### config.mk
export PLATFORM = sky130hd
export DESIGN_NAME = hist_bin_accum_flat
export DESIGN_NICKNAME = d
export VERILOG_FILES = /design/src/rtl/hist_bin_accum_if.sv /design/src/rtl/hist_bin_accum.sv /design/src/flat_wrapper.sv
export SDC_FILE = /design/constraint.sdc
export NUM_CORES = 1
export LEC_CHECK = 0
export ABC_CLOCK_PERIOD_IN_PS = 8500
export CORE_MARGIN = 2
export CORE_UTILIZATION = 40
export CTS_CLUSTER_DIAMETER = 50
export DETAILED_ROUTE_END_ITERATION = 12
export PLACE_DENSITY_LB_ADDON = 0.25
export SLEW_MARGIN = 20
export SYNTH_ARGS = -nofsm -noshare
export SYNTH_HDL_FRONTEND = slang
export SYNTH_SLANG_ARGS = --single-unit
export TNS_END_PERCENT = 100
### constraint.sdc
create_clock -name clk -period 8.5 [get_ports clk]
set_clock_uncertainty 0.2 [all_clocks]
set_input_delay 2.55 -clock clk [delete_from_list [all_inputs] [get_ports clk]]
set_output_delay 2.55 -clock clk [all_outputs]
set_load 0.005 [all_outputs]
### src/rtl/hist_bin_accum_if.sv
// hist_bin_accum_if
//   Bundles the increment, host-read and status signals of the histogram
//   accumulator so producer and consumer connect through a single port.
//
//   Signals (direction seen from the master, i.e. the driver side):
//     ram_en    out  increment strobe, one increment per cycle high
//     addr_r    out  bin to increment, qualified by ram_en
//     use_JTAG  out  1: host read mode (increments dropped), 0: increment mode
//     rd_req    out  host read request, qualified by use_JTAG
//     rd_addr   out  bin to read
//     rd_valid  in   one-cycle pulse, rd_data valid
//     rd_data   in   bin count
//     busy      in   clear sweep in progress
//     ovf       in   sticky: some bin saturated/wrapped
//     drop_cnt  in   saturating count of dropped ram_en strobes
//
//   Modports: master (event source / host side), slave (hist_bin_accum).
`timescale 1ns/1ps

interface hist_bin_accum_if #(
    parameter int ADDR_W = 5,
    parameter int CNT_W  = 16
);
    logic              ram_en;
    logic [ADDR_W-1:0] addr_r;
    logic              use_JTAG;
    logic              rd_req;
    logic [ADDR_W-1:0] rd_addr;
    logic              rd_valid;
    logic [CNT_W-1:0]  rd_data;
    logic              busy;
    logic              ovf;
    logic [15:0]       drop_cnt;

    modport master (
        output ram_en, addr_r, use_JTAG, rd_req, rd_addr,
        input  rd_valid, rd_data, busy, ovf, drop_cnt
    );

    modport slave (
        input  ram_en, addr_r, use_JTAG, rd_req, rd_addr,
        output rd_valid, rd_data, busy, ovf, drop_cnt
    );
endinterface

### src/rtl/hist_bin_accum.sv
// hist_bin_accum
//   Pipelined histogram RAM. Each accepted strobe increments one bin counter
//   through a 3-stage read-modify-write pipeline:
//     S0  accept, issue synchronous RAM read
//     S1  RAM data returns, forwarding picks the newest in-flight value
//     S2  add 1 (saturate or wrap), write back
//   Host reads share the same pipeline and return the count two cycles after
//   the request. After reset a sweep clears every bin, one per cycle.
//
//   Ports:
//     clk   in  clock
//     rst   in  asynchronous active-high reset
//     bus   hist_bin_accum_if.slave (increment, host read and status signals)
//
//   Parameters: ADDR_W (bin index width), CNT_W (counter width),
//               SAT (1: saturate at max, 0: wrap to 0).
//
//   Build option: HIST_CLR_ON_READ_EN -- when defined, each accepted host
//   read also writes 0 to the bin in S2 (the old value is still returned).
`timescale 1ns/1ps

module hist_bin_accum #(
    parameter int ADDR_W = 5,
    parameter int CNT_W  = 16,
    parameter bit SAT    = 1'b1
) (
    input  logic            clk,
    input  logic            rst,
    hist_bin_accum_if.slave bus
);
    localparam int               DEPTH   = 2 ** ADDR_W;
    localparam logic [CNT_W-1:0] CNT_MAX = '1;

`ifdef HIST_CLR_ON_READ_EN
    localparam bit CLR_ON_READ = 1'b1;
`else
    localparam bit CLR_ON_READ = 1'b0;
`endif

    typedef enum logic {
        ST_SWEEP,
        ST_RUN
    } state_e;

    typedef enum logic {
        OP_INC,
        OP_RD
    } op_e;

    // ------------------------------------------------------------------
    // Storage
    // ------------------------------------------------------------------
    logic [CNT_W-1:0] mem [DEPTH];
    logic [CNT_W-1:0] ram_q;

    state_e            state;
    logic              busy_q;
    logic [ADDR_W-1:0] sweep_ptr;

    // S1: read data is returning from the RAM
    logic              s1_valid;
    op_e               s1_op;
    logic [ADDR_W-1:0] s1_addr;
    logic [CNT_W-1:0]  s1_base;

    // S2: modify and write back
    logic              s2_valid;
    op_e               s2_op;
    logic [ADDR_W-1:0] s2_addr;
    logic [CNT_W-1:0]  s2_base;
    logic              s2_wr;
    logic [CNT_W-1:0]  s2_wdata;
    logic              s2_at_max;

    // Copy of the write performed at the previous edge. The RAM read for the
    // op now in S1 happened on that same edge and returned the pre-write data.
    logic              s3_valid;
    logic [ADDR_W-1:0] s3_addr;
    logic [CNT_W-1:0]  s3_data;

    logic              rd_valid_q;
    logic [CNT_W-1:0]  rd_data_q;
    logic              ovf_q;
    logic [15:0]       drop_q;

    // ------------------------------------------------------------------
    // S0: accept. use_JTAG makes increments and reads mutually exclusive.
    // ------------------------------------------------------------------
    logic              inc_acc;
    logic              rd_acc;
    logic              s0_valid;
    op_e               s0_op;
    logic [ADDR_W-1:0] s0_addr;

    assign inc_acc  = bus.ram_en & ~busy_q & ~bus.use_JTAG;
    assign rd_acc   = bus.rd_req & bus.use_JTAG & ~busy_q;
    assign s0_valid = inc_acc | rd_acc;
    assign s0_op    = rd_acc ? OP_RD : OP_INC;
    assign s0_addr  = bus.use_JTAG ? bus.rd_addr : bus.addr_r;

    // ------------------------------------------------------------------
    // S1 forwarding: the S2 result is newer than the previous write, which
    // in turn is newer than the RAM output.
    // ------------------------------------------------------------------
    always_comb begin
        // NOTE: default first so every path assigns s1_base; no latch.
        s1_base = ram_q;
        if (s3_valid && (s3_addr == s1_addr)) begin
            s1_base = s3_data;
        end
        if (s2_wr && (s2_addr == s1_addr)) begin
            s1_base = s2_wdata;
        end
    end

    // ------------------------------------------------------------------
    // S2 arithmetic. Reads write back only in clear-on-read builds.
    // ------------------------------------------------------------------
    assign s2_at_max = (s2_base == CNT_MAX);
    assign s2_wr     = s2_valid & ((s2_op == OP_INC) | CLR_ON_READ);

    always_comb begin
        s2_wdata = '0;
        if (s2_op == OP_INC) begin
            if (s2_at_max) begin
                s2_wdata = SAT ? CNT_MAX : '0;
            end else begin
                s2_wdata = s2_base + 1'b1;
            end
        end
    end

    // ------------------------------------------------------------------
    // RAM: one write port (sweep or S2), one synchronous read port.
    // ------------------------------------------------------------------
    // NOTE: the array has no reset; its contents are cleared by the sweep
    // after rst, which keeps it mappable onto a block RAM.
    always_ff @(posedge clk) begin
        if (busy_q) begin
            mem[sweep_ptr] <= '0;
        end else if (s2_wr) begin
            mem[s2_addr] <= s2_wdata;
        end
        ram_q <= mem[s0_addr];
    end

    // ------------------------------------------------------------------
    // Control, pipeline registers and status
    // ------------------------------------------------------------------
    always_ff @(posedge clk or posedge rst) begin
        if (rst) begin
            state      <= ST_SWEEP;
            busy_q     <= 1'b1;
            sweep_ptr  <= '0;
            s1_valid   <= 1'b0;
            s1_op      <= OP_INC;
            s1_addr    <= '0;
            s2_valid   <= 1'b0;
            s2_op      <= OP_INC;
            s2_addr    <= '0;
            s2_base    <= '0;
            s3_valid   <= 1'b0;
            s3_addr    <= '0;
            s3_data    <= '0;
            rd_valid_q <= 1'b0;
            rd_data_q  <= '0;
            ovf_q      <= 1'b0;
            drop_q     <= '0;
        end else begin
            // NOTE: non-blocking assignments so every register samples the
            // pre-edge values of the others, independent of statement order.
            case (state)
                ST_SWEEP: begin
                    sweep_ptr <= sweep_ptr + 1'b1;
                    if (sweep_ptr == ADDR_W'(DEPTH - 1)) begin
                        state  <= ST_RUN;
                        busy_q <= 1'b0;
                    end
                end
                default: begin
                    state  <= ST_RUN;
                    busy_q <= 1'b0;
                end
            endcase

            s1_valid <= s0_valid;
            s1_op    <= s0_op;
            s1_addr  <= s0_addr;

            s2_valid <= s1_valid;
            s2_op    <= s1_op;
            s2_addr  <= s1_addr;
            s2_base  <= s1_base;

            s3_valid <= s2_wr;
            s3_addr  <= s2_addr;
            s3_data  <= s2_wdata;

            // Read result leaves with the op entering S2: request at n, pulse at n+2.
            rd_valid_q <= s1_valid & (s1_op == OP_RD);
            if (s1_valid && (s1_op == OP_RD)) begin
                rd_data_q <= s1_base;
            end

            if (s2_valid && (s2_op == OP_INC) && s2_at_max) begin
                ovf_q <= 1'b1;
            end

            if (bus.ram_en && !inc_acc && (drop_q != 16'hFFFF)) begin
                drop_q <= drop_q + 16'd1;
            end
        end
    end

    assign bus.rd_valid = rd_valid_q;
    assign bus.rd_data  = rd_data_q;
    assign bus.busy     = busy_q;
    assign bus.ovf      = ovf_q;
    assign bus.drop_cnt = drop_q;

endmodule

### src/flat_wrapper.sv
// flat-port wrapper written by rule: the top's interface ports become plain ports
module hist_bin_accum_flat 
#(
    parameter int ADDR_W = 5,
    parameter int CNT_W  = 16,
    parameter bit SAT    = 1'b1
)
  (clk, rst, bus_ram_en, bus_addr_r, bus_use_JTAG, bus_rd_req, bus_rd_addr, bus_rd_valid, bus_rd_data, bus_busy, bus_ovf, bus_drop_cnt);
  hist_bin_accum_if #(.ADDR_W(ADDR_W), .CNT_W(CNT_W)) bus_i ();
  input  logic clk;
  input  logic rst;
  input wire logic [$bits(bus_i.ram_en)-1:0] bus_ram_en;
  input wire logic [$bits(bus_i.addr_r)-1:0] bus_addr_r;
  input wire logic [$bits(bus_i.use_JTAG)-1:0] bus_use_JTAG;
  input wire logic [$bits(bus_i.rd_req)-1:0] bus_rd_req;
  input wire logic [$bits(bus_i.rd_addr)-1:0] bus_rd_addr;
  output wire logic [$bits(bus_i.rd_valid)-1:0] bus_rd_valid;
  output wire logic [$bits(bus_i.rd_data)-1:0] bus_rd_data;
  output wire logic [$bits(bus_i.busy)-1:0] bus_busy;
  output wire logic [$bits(bus_i.ovf)-1:0] bus_ovf;
  output wire logic [$bits(bus_i.drop_cnt)-1:0] bus_drop_cnt;
  assign bus_i.ram_en = bus_ram_en;
  assign bus_i.addr_r = bus_addr_r;
  assign bus_i.use_JTAG = bus_use_JTAG;
  assign bus_i.rd_req = bus_rd_req;
  assign bus_i.rd_addr = bus_rd_addr;
  assign bus_rd_valid = bus_i.rd_valid;
  assign bus_rd_data = bus_i.rd_data;
  assign bus_busy = bus_i.busy;
  assign bus_ovf = bus_i.ovf;
  assign bus_drop_cnt = bus_i.drop_cnt;
  hist_bin_accum #(.ADDR_W(ADDR_W), .CNT_W(CNT_W), .SAT(SAT)) u_core (.clk(clk), .rst(rst), .bus(bus_i));
endmodule
==> key figures <==
Detailed routing
  – Via density: 5.66
  – Drt total wl: a little under 70000 um
  – Remaining DRCs: 0
  – Pre-Repair DR Iteration Count: 6
  – Post-route ant nets: 0
  – WL/cell: around 24 um
  – Vias: around 16000
  – First DRT Iteration DRCs: 1722

Global route
  – Initial antenna violation count: 1
  – Largest net degree at the start of global routing: around 120
  – First-pass GRT wire length: 100000 um
  – Grt total ovfl: 0
  – Grt met1 use: 0.292
  – Met3 Resource Use GR: 0.0482
  – Busiest grt layer: met2
  – Vias in the first global route: 15400
  – Met2 Use GR: 0.305
  – All-Layer GR Usage: 0.205

Clocking
  – CTS resizes: 0
  – CTS H-tree lvls: 3
  – CTS Buffer Depth: 3
  – Root Driver: clkbuf_16
  – Clock sinks: 621
  – Worst-Skew Late Latency: 610 ps
  – Worst-path clk slew: about 60 ps
  – Quantity of hold-fixing buffers added after cts: 0
  – TritonCTS clock tree: yes
  – TritonCTS Buffers: 70
  – Post-CTS setup buffers: 0

Worst setup path
  – Worst path cell trace: clkdlybuf4s50_1 -> buf_4 -> mux2i_4 -> inv_8 -> buf_12 -> buf_4 -> mux2i_1 -> a221oi_1 -> nor2_1 -> nor4_1
  – Crit-path max cell delay: 830 ps
  – CP max FO: between 80 and 90
  – Critical path required time: 8700 ps
  – Setup CP Type: primary input to flop
  – Worst Path Buf+Inv: 5
  – Setup crit end kind: flop
  – Cell family with most CP delay: buffers and inverters
  – Crit path DAT: 6160 ps
  – CP max stage cell: nor4_1
  – Crit path launch type: primary input
  – CP most frequent cell: buf_4

Yosys
  – Top-count cell post-synth: edfxtp_1
  – Synth Register Bits: 621
  – Post-Syn Instances: 1796
  – Number of enable flip-flop cells after synthesis: 512
  – Avg Inst Size Synth: 14.1 um^2
  – Synthesized cell area: between 20000 and 30000 um^2
  – Synth Net Count: 1815
  – Top cell type's share of synthesized area: 0.607
  – Yosys warnings: 0
  – Area contributors post-synth: edfxtp_1, dfrtp_1, nand2_1, mux2i_1, a21oi_1
  – Most frequent cells after synthesis: edfxtp_1, nand2_1, dfrtp_1
  – Unique masters post-synth: 78
  – Sequential area share after synthesis: 0.712
  – Largest area contributor in the netlist: edfxtp_1
  – Async SR Flop Fraction: 0.150
  – Primary FF master, synth: edfxtp_1

Status
  – Status: finished clean

Place
  – Routability Congestion: 0.831
  – DP HPWL: 41300 um
  – Post-DP Area: roughly 27000 um^2
  – Port bufs: 49

Floorplan
  – Io pins: 50
  – Chip height: 256 um
  – DIE WIDTH: roughly 260 um
  – Row count: 92
  – Initial Utilization: 0.403
  – Core area: between 60000 and 70000 um^2
  – Die ar.: 65300 um^2

Final layout
  – Post-route cell area: just under 30000 um^2
  – Share of cells above drive strength 1: 0.139
  – P&R area growth vs syn: 15.6%
  – Nets: ~1900
  – Diode count: 0
  – Final core occ: 0.466

STA
  – Sum Neg Setup Slack: 0 ps
  – Slew Limit Fails: 0
  – Worst Tran Pin Value: between 1000 and 1500 ps
  – Final Hold Vio Count: 0
  – Final period utilization: 0.701
  – Final setup fails: 0
  – RSZ-0062 raised after global routing: no
  – Fmax: 0.168 GHz
  – Rel. slew slack: 0.115
  – Period minus WS final: 5960 ps

Job
  – Max Cap Violations: 0

Hold path
  – Hold Crit Class: flop to flop

Power
  – P_leak: 10.1 nW
  – Worst vdd ir: between 100 and 150 uV
  – Total power: between 0.007 and 0.008 W
  – P per Cell Area: 252 nW/um^2
[stage by stage]
| stage | std cells | setup WS [ps] | hold WS, ps |
|---|---|---|---|
| floorplan | 1796 | 3330 | 154 |
| global placement | 2667 | 2170 | 161 |
| detailed placement | 2667 | 2120 | 179 |
| CTS | 2796 | 2750 | 185 |
| global route | 2796 | 2500 | 208 |
| finish | 2796 | 2540 | 180 |
[state kept, by name (all words and copies together), names as in the netlist, 5 cells and up]
name,flops
u_core.bus.drop_cnt,16
u_core.bus.rd_data,16
u_core.mem,512
u_core.ram_q,16
u_core.s1_addr,5
u_core.s2_addr,5
u_core.s2_base,16
u_core.s3_addr,5
u_core.s3_data,16
u_core.sweep_ptr,5
[worst paths after layout]
kind	startpoint	to	slack, ps	cells after the start
hold reg to reg	u_core.s1_op$_DFF_PP0_	u_core.s2_op$_DFF_PP0_	180	0
setup reg to reg	u_core.s2_op$_DFF_PP0_	u_core.mem[4][10]$_DFFE_PP_	4570	7
min in group asynchronous	rst	u_core.s2_op$_DFF_PP0_	2150	2
setup / recovery	bus_rd_addr[0]	u_core.ram_q[7]$_DFF_P_	2540	10
hold / removal	u_core.s1_op$_DFF_PP0_	u_core.s2_op$_DFF_PP0_	180	0
max in group asynchronous	rst	u_core.bus.rd_valid$_DFF_PP0_	4900	3
[placed cells by master (no fill, tap or decap), types with 11 or more instances in the layout]
cell type	count
o41ai_1	13
o311ai_1	12
edfxtp_1	512
nand2_1	308
nor2_1	77
clkbuf_16	74
nand3_1	60
nor2_2	15
nand4b_1	14
clkbuf_1	11
a22oi_1	25
a32o_1	13
xnor2_1	21
xor2_1	12
nand2b_1	55
a221oi_1	16
clkdlybuf4s50_1	48
mux4_2	15
clkinv_1	12
clkinv_2	13
a21oi_1	76
nand4_1	11
nor3_1	15
dfxtp_1	16
inv_1	17
o22ai_1	47
a32oi_1	21
dfrtp_1	92
a211oi_1	20
mux2i_1	57
mux2_2	34
buf_4	69
a31oi_1	17
[final cells by class]
| cell class | count | area, um^2 |
|---|---|---|
| Clock buffer | 90 | 1950 |
| Clock inverter | 39 | 342 |
| Fill cell | 5523 | 33600 |
| Inverter | 22 | 92.6 |
| Multi-Input combinational cell | 1058 | 6750 |
| Sequential cell | 621 | 18000 |
| Tap cell | 846 | 1060 |
| Timing Repair Buffer | 120 | 1040 |
[worst reg2reg max path, delay by kind of cell (launching register included)]
kind,cells,cell delay (ps)
buffers and inverters,2,720
and+or+nand+nor,4,1500
muxes,1,420
DFF,1,800
[power by group]
group / switching (W) / leakage (nW) / internal [W]
Sequential: 0.0000984 / 5.96 / 0.00350
Combinational: 0.000512 / 3.05 / 0.000286
Clock: 0.00123 / 1.13 / 0.00176
[routing by layer]
layer  up-vias  wire, um
li1       7028         -
met4         0      2250
met5         -         0
met1      7993     29500
met3       107      5720
met2       698     30100
[kinds of logic after synthesis]
kind of cell	after synthesis	share of synthesized area
buffers and inverters	117	0.0255
xor gates and xnor gates	33	0.0114
AOI/OAI and AO/OA	310	0.0862
and+or+nand+nor	600	0.108
DFF	621	0.712
adders and majority gates	4	0.00198
muxes	111	0.0546
No activity file was read; power rests on OpenSTA's default activity.
